==> config.mk <==
export PLATFORM = sky130hd
export DESIGN_NAME = dmem_arbiter
export DESIGN_NICKNAME = d
export VERILOG_FILES = /design/src/rtl/dmem_pkg.sv /design/src/rtl/dmem_arbiter.sv
export SDC_FILE = /design/constraint.sdc
export NUM_CORES = 1
export LEC_CHECK = 0
export ABC_AREA = 1
export CORE_MARGIN = 2
export CORE_UTILIZATION = 38
export CTS_CLUSTER_SIZE = 12
export DETAILED_ROUTE_END_ITERATION = 6
export PLACE_DENSITY = 0.87
export SYNTH_ARGS = -nofsm -noshare
export SYNTH_HDL_FRONTEND = slang
export SYNTH_SLANG_ARGS = --single-unit
==> constraint.sdc <==
create_clock -name clk -period 3.3 [get_ports clk]
set_clock_uncertainty 0.15 [all_clocks]
set_input_delay 0.66 -clock clk [delete_from_list [all_inputs] [get_ports clk]]
set_output_delay 0.66 -clock clk [all_outputs]
set_load 0.01 [all_outputs]
==> src/rtl/dmem_pkg.sv <==
// Shared definitions for the data-RAM arbiter: dump FSM state encoding and default widths.
package dmem_pkg;

  localparam int unsigned NB_DATA_DEF = 32;
  localparam int unsigned NB_ADDR_DEF = 8;

  typedef enum logic [2:0] {
    ST_IDLE  = 3'd0,
    ST_ARM   = 3'd1,
    ST_FETCH = 3'd2,
    ST_SEND  = 3'd3,
    ST_DONE  = 3'd4
  } dmem_state_e;

endpackage

==> src/rtl/dmem_arbiter.sv <==
// Arbitrates the single-port data RAM between the pipeline MEM stage and a dump
// sequencer that streams words 0..DUMP_WORDS-1 to the debug unit over valid/ready.
module dmem_arbiter
  import dmem_pkg::*;
#(
  parameter int unsigned NB_DATA    = NB_DATA_DEF,
  parameter int unsigned NB_ADDR    = NB_ADDR_DEF,
  parameter int unsigned DUMP_WORDS = 256
) (
  input  logic               clk,
  input  logic               i_rst_n,
  input  logic               i_mem_re,
  input  logic               i_mem_we,
  input  logic [NB_ADDR-1:0] i_mem_addr,
  input  logic [NB_DATA-1:0] i_mem_wdata,
  output logic [NB_DATA-1:0] o_mem_rdata,
  output logic               o_pipe_stall,
  input  logic               i_dump_start,
  input  logic               i_dump_abort,
  output logic               o_dump_busy,
  output logic               o_dump_valid,
  input  logic               i_dump_ready,
  output logic [NB_DATA-1:0] o_dump_data,
  output logic [NB_ADDR-1:0] o_dump_addr,
  output logic               o_dump_done,
  output logic               o_ram_we,
  output logic [NB_ADDR-1:0] o_ram_addr,
  output logic [NB_DATA-1:0] o_ram_wdata,
  input  logic [NB_DATA-1:0] i_ram_rdata
);

  localparam logic [NB_ADDR-1:0] LAST_ADDR = NB_ADDR'(DUMP_WORDS - 1);

  dmem_state_e        state_q, state_d;
  logic [NB_ADDR-1:0] cnt_q, cnt_d;
  logic [NB_ADDR-1:0] dump_addr_q, dump_addr_d;
  logic [NB_DATA-1:0] dump_data_q, dump_data_d;
  logic               dump_owns;

  always_comb begin
    state_d     = state_q;
    cnt_d       = cnt_q;
    dump_addr_d = dump_addr_q;
    dump_data_d = dump_data_q;
    unique case (state_q)
      ST_IDLE: begin
        if (i_dump_start) begin
          state_d = ST_ARM;
          cnt_d   = '0;
        end
      end
      ST_ARM: begin
        state_d = i_dump_abort ? ST_IDLE : ST_FETCH;
      end
      ST_FETCH: begin
        dump_data_d = i_ram_rdata;
        dump_addr_d = cnt_q;
        state_d     = i_dump_abort ? ST_IDLE : ST_SEND;
      end
      ST_SEND: begin
        // Abort takes priority over a handshake in the same cycle.
        if (i_dump_abort) begin
          state_d = ST_IDLE;
        end else if (i_dump_ready) begin
          if (cnt_q == LAST_ADDR) begin
            state_d = ST_DONE;
          end else begin
            cnt_d   = cnt_q + NB_ADDR'(1);
            state_d = ST_FETCH;
          end
        end
      end
      ST_DONE: begin
        state_d = ST_IDLE;
      end
      default: begin
        state_d = ST_IDLE;
      end
    endcase
  end

  always_ff @(posedge clk or negedge i_rst_n) begin
    if (!i_rst_n) begin
      state_q     <= ST_IDLE;
      cnt_q       <= '0;
      dump_addr_q <= '0;
      dump_data_q <= '0;
    end else begin
      state_q     <= state_d;
      cnt_q       <= cnt_d;
      dump_addr_q <= dump_addr_d;
      dump_data_q <= dump_data_d;
    end
  end

  // ARM still belongs to the pipeline so an access issued alongside the start completes.
  assign dump_owns = (state_q == ST_FETCH) || (state_q == ST_SEND) || (state_q == ST_DONE);

  assign o_ram_we     = i_mem_we & ~dump_owns;
  assign o_ram_addr   = dump_owns ? cnt_q : i_mem_addr;
  assign o_ram_wdata  = dump_owns ? '0 : i_mem_wdata;
  assign o_mem_rdata  = i_ram_rdata;
  assign o_pipe_stall = dump_owns & (i_mem_re | i_mem_we);

  assign o_dump_busy  = (state_q == ST_ARM) || (state_q == ST_FETCH) || (state_q == ST_SEND);
  assign o_dump_valid = (state_q == ST_SEND);
  assign o_dump_done  = (state_q == ST_DONE);
  assign o_dump_data  = dump_data_q;
  assign o_dump_addr  = dump_addr_q;

endmodule

==> results of run 1 <==
==> critical path: cells and delay by family, from the launching register on <==
family | cells | cell delay [ns]
buffers and inverters | 3 | 0.79
DFF | 1 | 0.45
AOI/OAI and AO/OA | 2 | 0.40
and+or+nand+nor | 1 | 0.19
==> routing by layer <==
metal	global-route usage [%]	up-vias	routed length (um)
met5	0	-	0
met4	5.97	0	70
met3	3.60	7	504
met1	20.5	1269	2900
met2	33.3	101	4000
li1	-	1427	-
==> synthesized netlist by cell type <==
| cell | instances |
|---|---|
| buf_2 | 7 |
| buf_4 | 33 |
| or2_2 | 1 |
| o21ai_1 | 8 |
| nor2_4 | 1 |
| nand2_2 | 2 |
| nand3_1 | 11 |
| a21o_1 | 1 |
| clkbuf_1 | 3 |
| ha_1 | 1 |
| nor3_1 | 1 |
| nand2_1 | 147 |
| o21ai_0 | 10 |
| nor2_2 | 1 |
| or2_1 | 1 |
| buf_1 | 2 |
| xor2_1 | 2 |
| nand4_1 | 2 |
| inv_1 | 46 |
| inv_2 | 4 |
| nor2_1 | 46 |
| dfrtp_1 | 51 |
| o21ai_4 | 1 |
==> final cells by class <==
class / count / area (um2) / share of cell area (%)
Inverter: 50 / 188 / 4.04
Clock inverter: 3 / 22.5 / 0.485
Sequential cell: 51 / 1280 / 27.5
Timing Repair Buffer: 200 / 1980 / 42.7
Clock buffer: 5 / 68.8 / 1.48
Tap cell: 99 / 124 / 2.67
Multi-Input combinational cell: 236 / 983 / 21.2
==> worst paths after layout <==
check,cells past startpoint,startpoint,slack (ns),endpoint
setup / recovery,6,state_q[0],0.35,o_ram_addr[2]
hold / removal,2,o_dump_data[29],0.33,o_dump_data[29]
setup reg to reg,5,state_q[2],1.58,o_dump_addr[0]
hold reg to reg,2,o_dump_data[29],0.33,o_dump_data[29]
max in group asynchronous,1,i_rst_n,1.92,state_q[1]
min in group asynchronous,1,i_rst_n,0.41,o_dump_addr[6]
==> flip-flops by register name, indices dropped and copies added (netlist names) <==
| register | cells |
|---|---|
| o_dump_data | 32 |
| cnt_q | 8 |
| o_dump_addr | 8 |
| state_q | 3 |
==> power by group through the flow <==
stage	clock (uW)	sequential (uW)	combinational, uW
finish	357	972	1770
global route	394	1000	1950
CTS	375	975	1770
detailed placement	0	982	1770
global placement	0	971	1720
floorplan	0	1070	719
==> timing repair <==
item | 4_1_cts | 5_1_grt
hold buffers | 0 | 0
setup endpoints to repair | 0 | 6
setup buffers | 0 | 3
==> cells by family (layout without fill, tap and decap cells) <==
| family | after synthesis | count (layout) | share of synthesized area, % |
|---|---|---|---|
| xor gates and xnor gates | 2 | 2 | 0.637 |
| AOI/OAI and AO/OA | 20 | 20 | 4.14 |
| buffers and inverters | 95 | 258 | 17.8 |
| and+or+nand+nor | 213 | 213 | 30.5 |
| adders and majority gates | 1 | 1 | 0.455 |
| DFF | 51 | 51 | 46.4 |
==> per-stage QoR <==
step / worst slack (ns) / hold WS, ns
3_5_place_dp: 0.464 / 0.307
3_3_place_gp: 0.536 / 0.303
6_report: 0.353 / 0.325
5_1_grt: 0.242 / 0.348
4_1_cts: 0.118 / 0.330
2_1_floorplan: 1.22 / 0.214
==> flow_summary.ini, run 1 <==
[routing]
wire_per_inst_um = 11.6
postRouteAntennaNets = 0
drtIter0Drc = 104
drc = 0
wl_um = 7480
dr.pass1.iters = 4
via_per_inst = 4.35
vias = 2804

[floorplan]
dieArea_mm2 = 0.00793
num_rows = 31
die_h_um = 89.1
start_util_pct = 38.5
fp.dieW_um = 89.1
coreArea_mm2 = 0.00714
io_pins = 196

[yosys]
ys_ff_latch = 51
avgSynthCellArea_um2 = 7.20
yosys_warnings = 0
ys_types = 23
yosys.area.top_type = dfrtp_1
syn_area_mm2 = 0.00275
netlist_top_cells_area = dfrtp_1 (46%), nand2_1 (20%), buf_4 (9.0%)
synth_nets = 462
synth_cells = 382
synth_top_area_share_pct = 46.4
ys_seq_area_share_pct = 46.4

[finish]
instances_no_fill = 644
finish.utilization_pct = 65.1
fin_area_mm2 = 0.00465
area_growth_pct = 69.0
final_common_cell = clkdlybuf4s50_1
antennaDiodeCount = 0
layout_common_cells = clkdlybuf4s50_1 (194), nand2_1 (147), dfrtp_1 (51), inv_1 (46), nor2_1 (46)
nets = 624
layout-drive-gt1-share_pct = 4.40
fillers = 634

[sta]
fin_crit_ns = 2.95
post-route-period-util_pct = 89.3
setup_viol = 0
relSlewSlack_pct = 27.2
slew_viol_final = 0
worst_pin_slew_ns = 1.09
finalSetupTns_ns = 0
rsz0062_at_grt = no
hold_viol_final = 0
max_freq_ghz = 0.339

[placement]
dpl_cell_area_mm2 = 0.00453
dp_cells = 633
hpwl_um = 5930
port_buffers = 195
gp_congestion = 0.822

[clock_tree]
cts_tree = done
clock_latency_ns = 0.30
cts_sinks = 51
numCtsBuffers = 5
h-tree-depth = 2
path_clk_slew_ns = 0.09
cts-resized-gates = 0
clk_path_buf_depth = 2
cts_root_buffer = clkbuf_8

[power]
internal_power_uw = 1910
p_sw_uw = 1190
clock_power_share_pct = 11.5
p_sw_share_pct = 38.4
pwr-share-seq_pct = 31.3
leakagePower_uw = 0.00226
power_frac_comb_pct = 57.1
powerDensity_mw_per_mm2 = 667
ir_worst_vdd_mv = 0.387
finalPower_uw = 3100

[worst_setup_path]
slowest_stage = clkdlybuf4s50_1
cp-end-kind = output port
crit_chain = nor2_2 > inv_2 > o21ai_4 > inv_2 > o21ai_1 > clkdlybuf4s50_1
crit_fanout = 17
path_common_cell = inv_2
cp.required_ns = 2.49
path_class = reg2out
worstSetupStartpointType = flip-flop
cpPeakStageDelay_ns = 0.55
arrival_ns = 2.14

[global_routing]
overflow = 0
first_global_vias = 2529
gr-usage-all-layers_pct = 17.9
grt_max_degree = 52
antenna_found_initial = 0
grt_pass1_wl_um = 11200

[run]
cap_violations = 0

[hold_path]
min_path_type = reg2reg

[outcome]
outcome = completed
Note: power is estimated with default switching activity, not from simulation.
==> run 2, diff against run 1 <==
- CORE_MARGIN: 2 -> 8
==> run 2 against run 1 <==
  * Hold slack got worse by 0.14 ns
  * Sequential power fell by 0.6%
  * Combinational power rose by 2%
  * Routed wire length rose by 25%
  * Clock power rose by 5%
  * Global-route usage fell by 0.35 points
  * Sequential share of layout area fell by 0.059 points
  * Register-to-register slack got worse by 0.03 ns
  * Die area rose by 29%
  * Cell count rose by 0.16%
  * Core utilization rose by 0.14 points
  * Largest power group unchanged
  * Highest routed layer unchanged
==> flow_summary.ini, run 2 (synthesized netlist as in run 1, its figures left out) <==
[clock_tree]
h-tree-depth = 2
path_clk_slew_ns = 0.10
cts_root_buffer = clkbuf_8
postCtsSetupBuffers = 0
cts_hold_buffers = 0
clock_latency_ns = 0.31
clk_path_buf_depth = 2
cts_sinks = 51
numCtsBuffers = 5
cts_tree = done
cts-resized-gates = 0

[finish]
finish.utilization_pct = 65.3
nets = 625
fin_area_mm2 = 0.00466
largest_reg_flops = 32
instances_no_fill = 645
layout_common_cells = clkdlybuf4s50_1 (194), nand2_1 (147), dfrtp_1 (51), inv_1 (46), nor2_1 (46)
area_growth_pct = 69.4
fillers = 597
layout-drive-gt1-share_pct = 4.58
final_common_cell = clkdlybuf4s50_1
antennaDiodeCount = 0

[sta]
max_freq_ghz = 0.342
post-route-period-util_pct = 88.5
setup_viol = 0
rsz0062_at_grt = no
relSlewSlack_pct = 49.7
hold_viol_final = 0
worst_pin_slew_ns = 0.755
slew_viol_final = 0
finalSetupTns_ns = 0
fin_crit_ns = 2.92

[worst_setup_path]
path_common_cell = inv_2
path_class = reg2out
path_buf_inv = 3
cpPeakStageDelay_ns = 0.56
slowest_stage = clkdlybuf4s50_1
worstSetupStartpointType = flip-flop
critPathTopFamily = buffers and inverters
cp.required_ns = 2.49
cp-end-kind = output port
r2r_cells = 9
crit_chain = nor2_2 > inv_2 > o21ai_4 > inv_2 > o21ai_1 > clkdlybuf4s50_1
crit_cells = 6
crit_fanout = 17
arrival_ns = 2.11

[floorplan]
die_h_um = 101
fp.dieW_um = 101
num_rows = 31
io_pins = 196
dieArea_mm2 = 0.0102
coreArea_mm2 = 0.00714
start_util_pct = 38.5

[power]
powerDensity_mw_per_mm2 = 676
leakagePower_uw = 0.00226
pwr-share-seq_pct = 30.7
internal_power_uw = 1910
clock_power_share_pct = 11.9
ir_worst_vdd_mv = 0.336
power_frac_comb_pct = 57.4
p_sw_uw = 1230
p_sw_share_pct = 39.2

[hold_path]
min_path_type = in2async

[global_routing]
first_global_vias = 2911
antenna_found_initial = 0
grt_max_degree = 49
overflow = 0
gr-usage-all-layers_pct = 17.6
grt_pass1_wl_um = 14400

[routing]
wire_per_inst_um = 14.5
postRouteAntennaNets = 0
vias = 2830
drc = 0
dr.pass1.iters = 6
drtIter0Drc = 105
wl_um = 9320
via_per_inst = 4.39

[run]
cap_violations = 0

[outcome]
outcome = completed

[placement]
hpwl_um = 7610
gp_congestion = 0.845
dp_cells = 634
dpl_cell_area_mm2 = 0.00454
port_buffers = 195
[run 2: changes by cell type in the layout (fill, tap and decap cells not counted)]
cell / delta
buf_4: +1
clkinv_2: -1
clkinv_4: -1
clkinvlp_4: +1
inv_6: +1
[run 2: layer usage]
metal | part of all wire, % | routed length (um) | vias to the layer above | GRT usage [%]
li1 | - | - | 1428 | -
met1 | 36 | 3400 | 1290 | 18.5
met2 | 55 | 5160 | 103 | 33.1
met3 | 6.9 | 645 | 9 | 5.04
met4 | 1.3 | 117 | 0 | 4.35
met5 | 0 | 0 | - | 0
[run 2: worst paths after layout]
path                                      start         endpoint  slack [ns]
worst max-delay path                 state_q[0]    o_ram_addr[5]        0.38
worst min-delay path                    i_rst_n   o_dump_data[0]        0.18
worst max register to register         cnt_q[0]         cnt_q[3]        1.55
worst min register to register  o_dump_data[16]  o_dump_data[16]        0.32
max in group asynchronous               i_rst_n         cnt_q[5]        2.04
min in group clk                o_dump_data[16]  o_dump_data[16]        0.32
[run 2: layout make-up]
cell class	count	area (um2)	area share, %
multi-input combinational	236	983	21.1
clock buffer	5	68.8	1.48
clock inverter	3	25.0	0.537
sequential	51	1280	27.4
timing repair buffer	201	1990	42.8
tap	99	124	2.66
inverter	50	188	4.03
[run 2: stage by stage]
stage / total power (uW) / setup slack, ns / hold WS, ns
2_1_floorplan: 1790 / 1.22 / 0.214
6_report: 3150 / 0.380 / 0.182
3_5_place_dp: 2790 / 0.462 / 0.308
3_3_place_gp: 2730 / 0.533 / 0.303
5_1_grt: 3390 / 0.253 / 0.222
4_1_cts: 3180 / 0.110 / 0.195
[run 2: power by group through the flow]
stage	clock network [uW]	registers, uW	logic [uW]
2_1_floorplan	0	1070	719
3_3_place_gp	0	968	1760
3_5_place_dp	0	979	1810
4_1_cts	390	968	1820
5_1_grt	414	995	1980
6_report	376	966	1810
==> run 3, diff against run 2 <==
- TNS_END_PERCENT: default -> 50
==> results of run 3 <==
No change in the layout: final DEF, timing and power equal those of run 2.
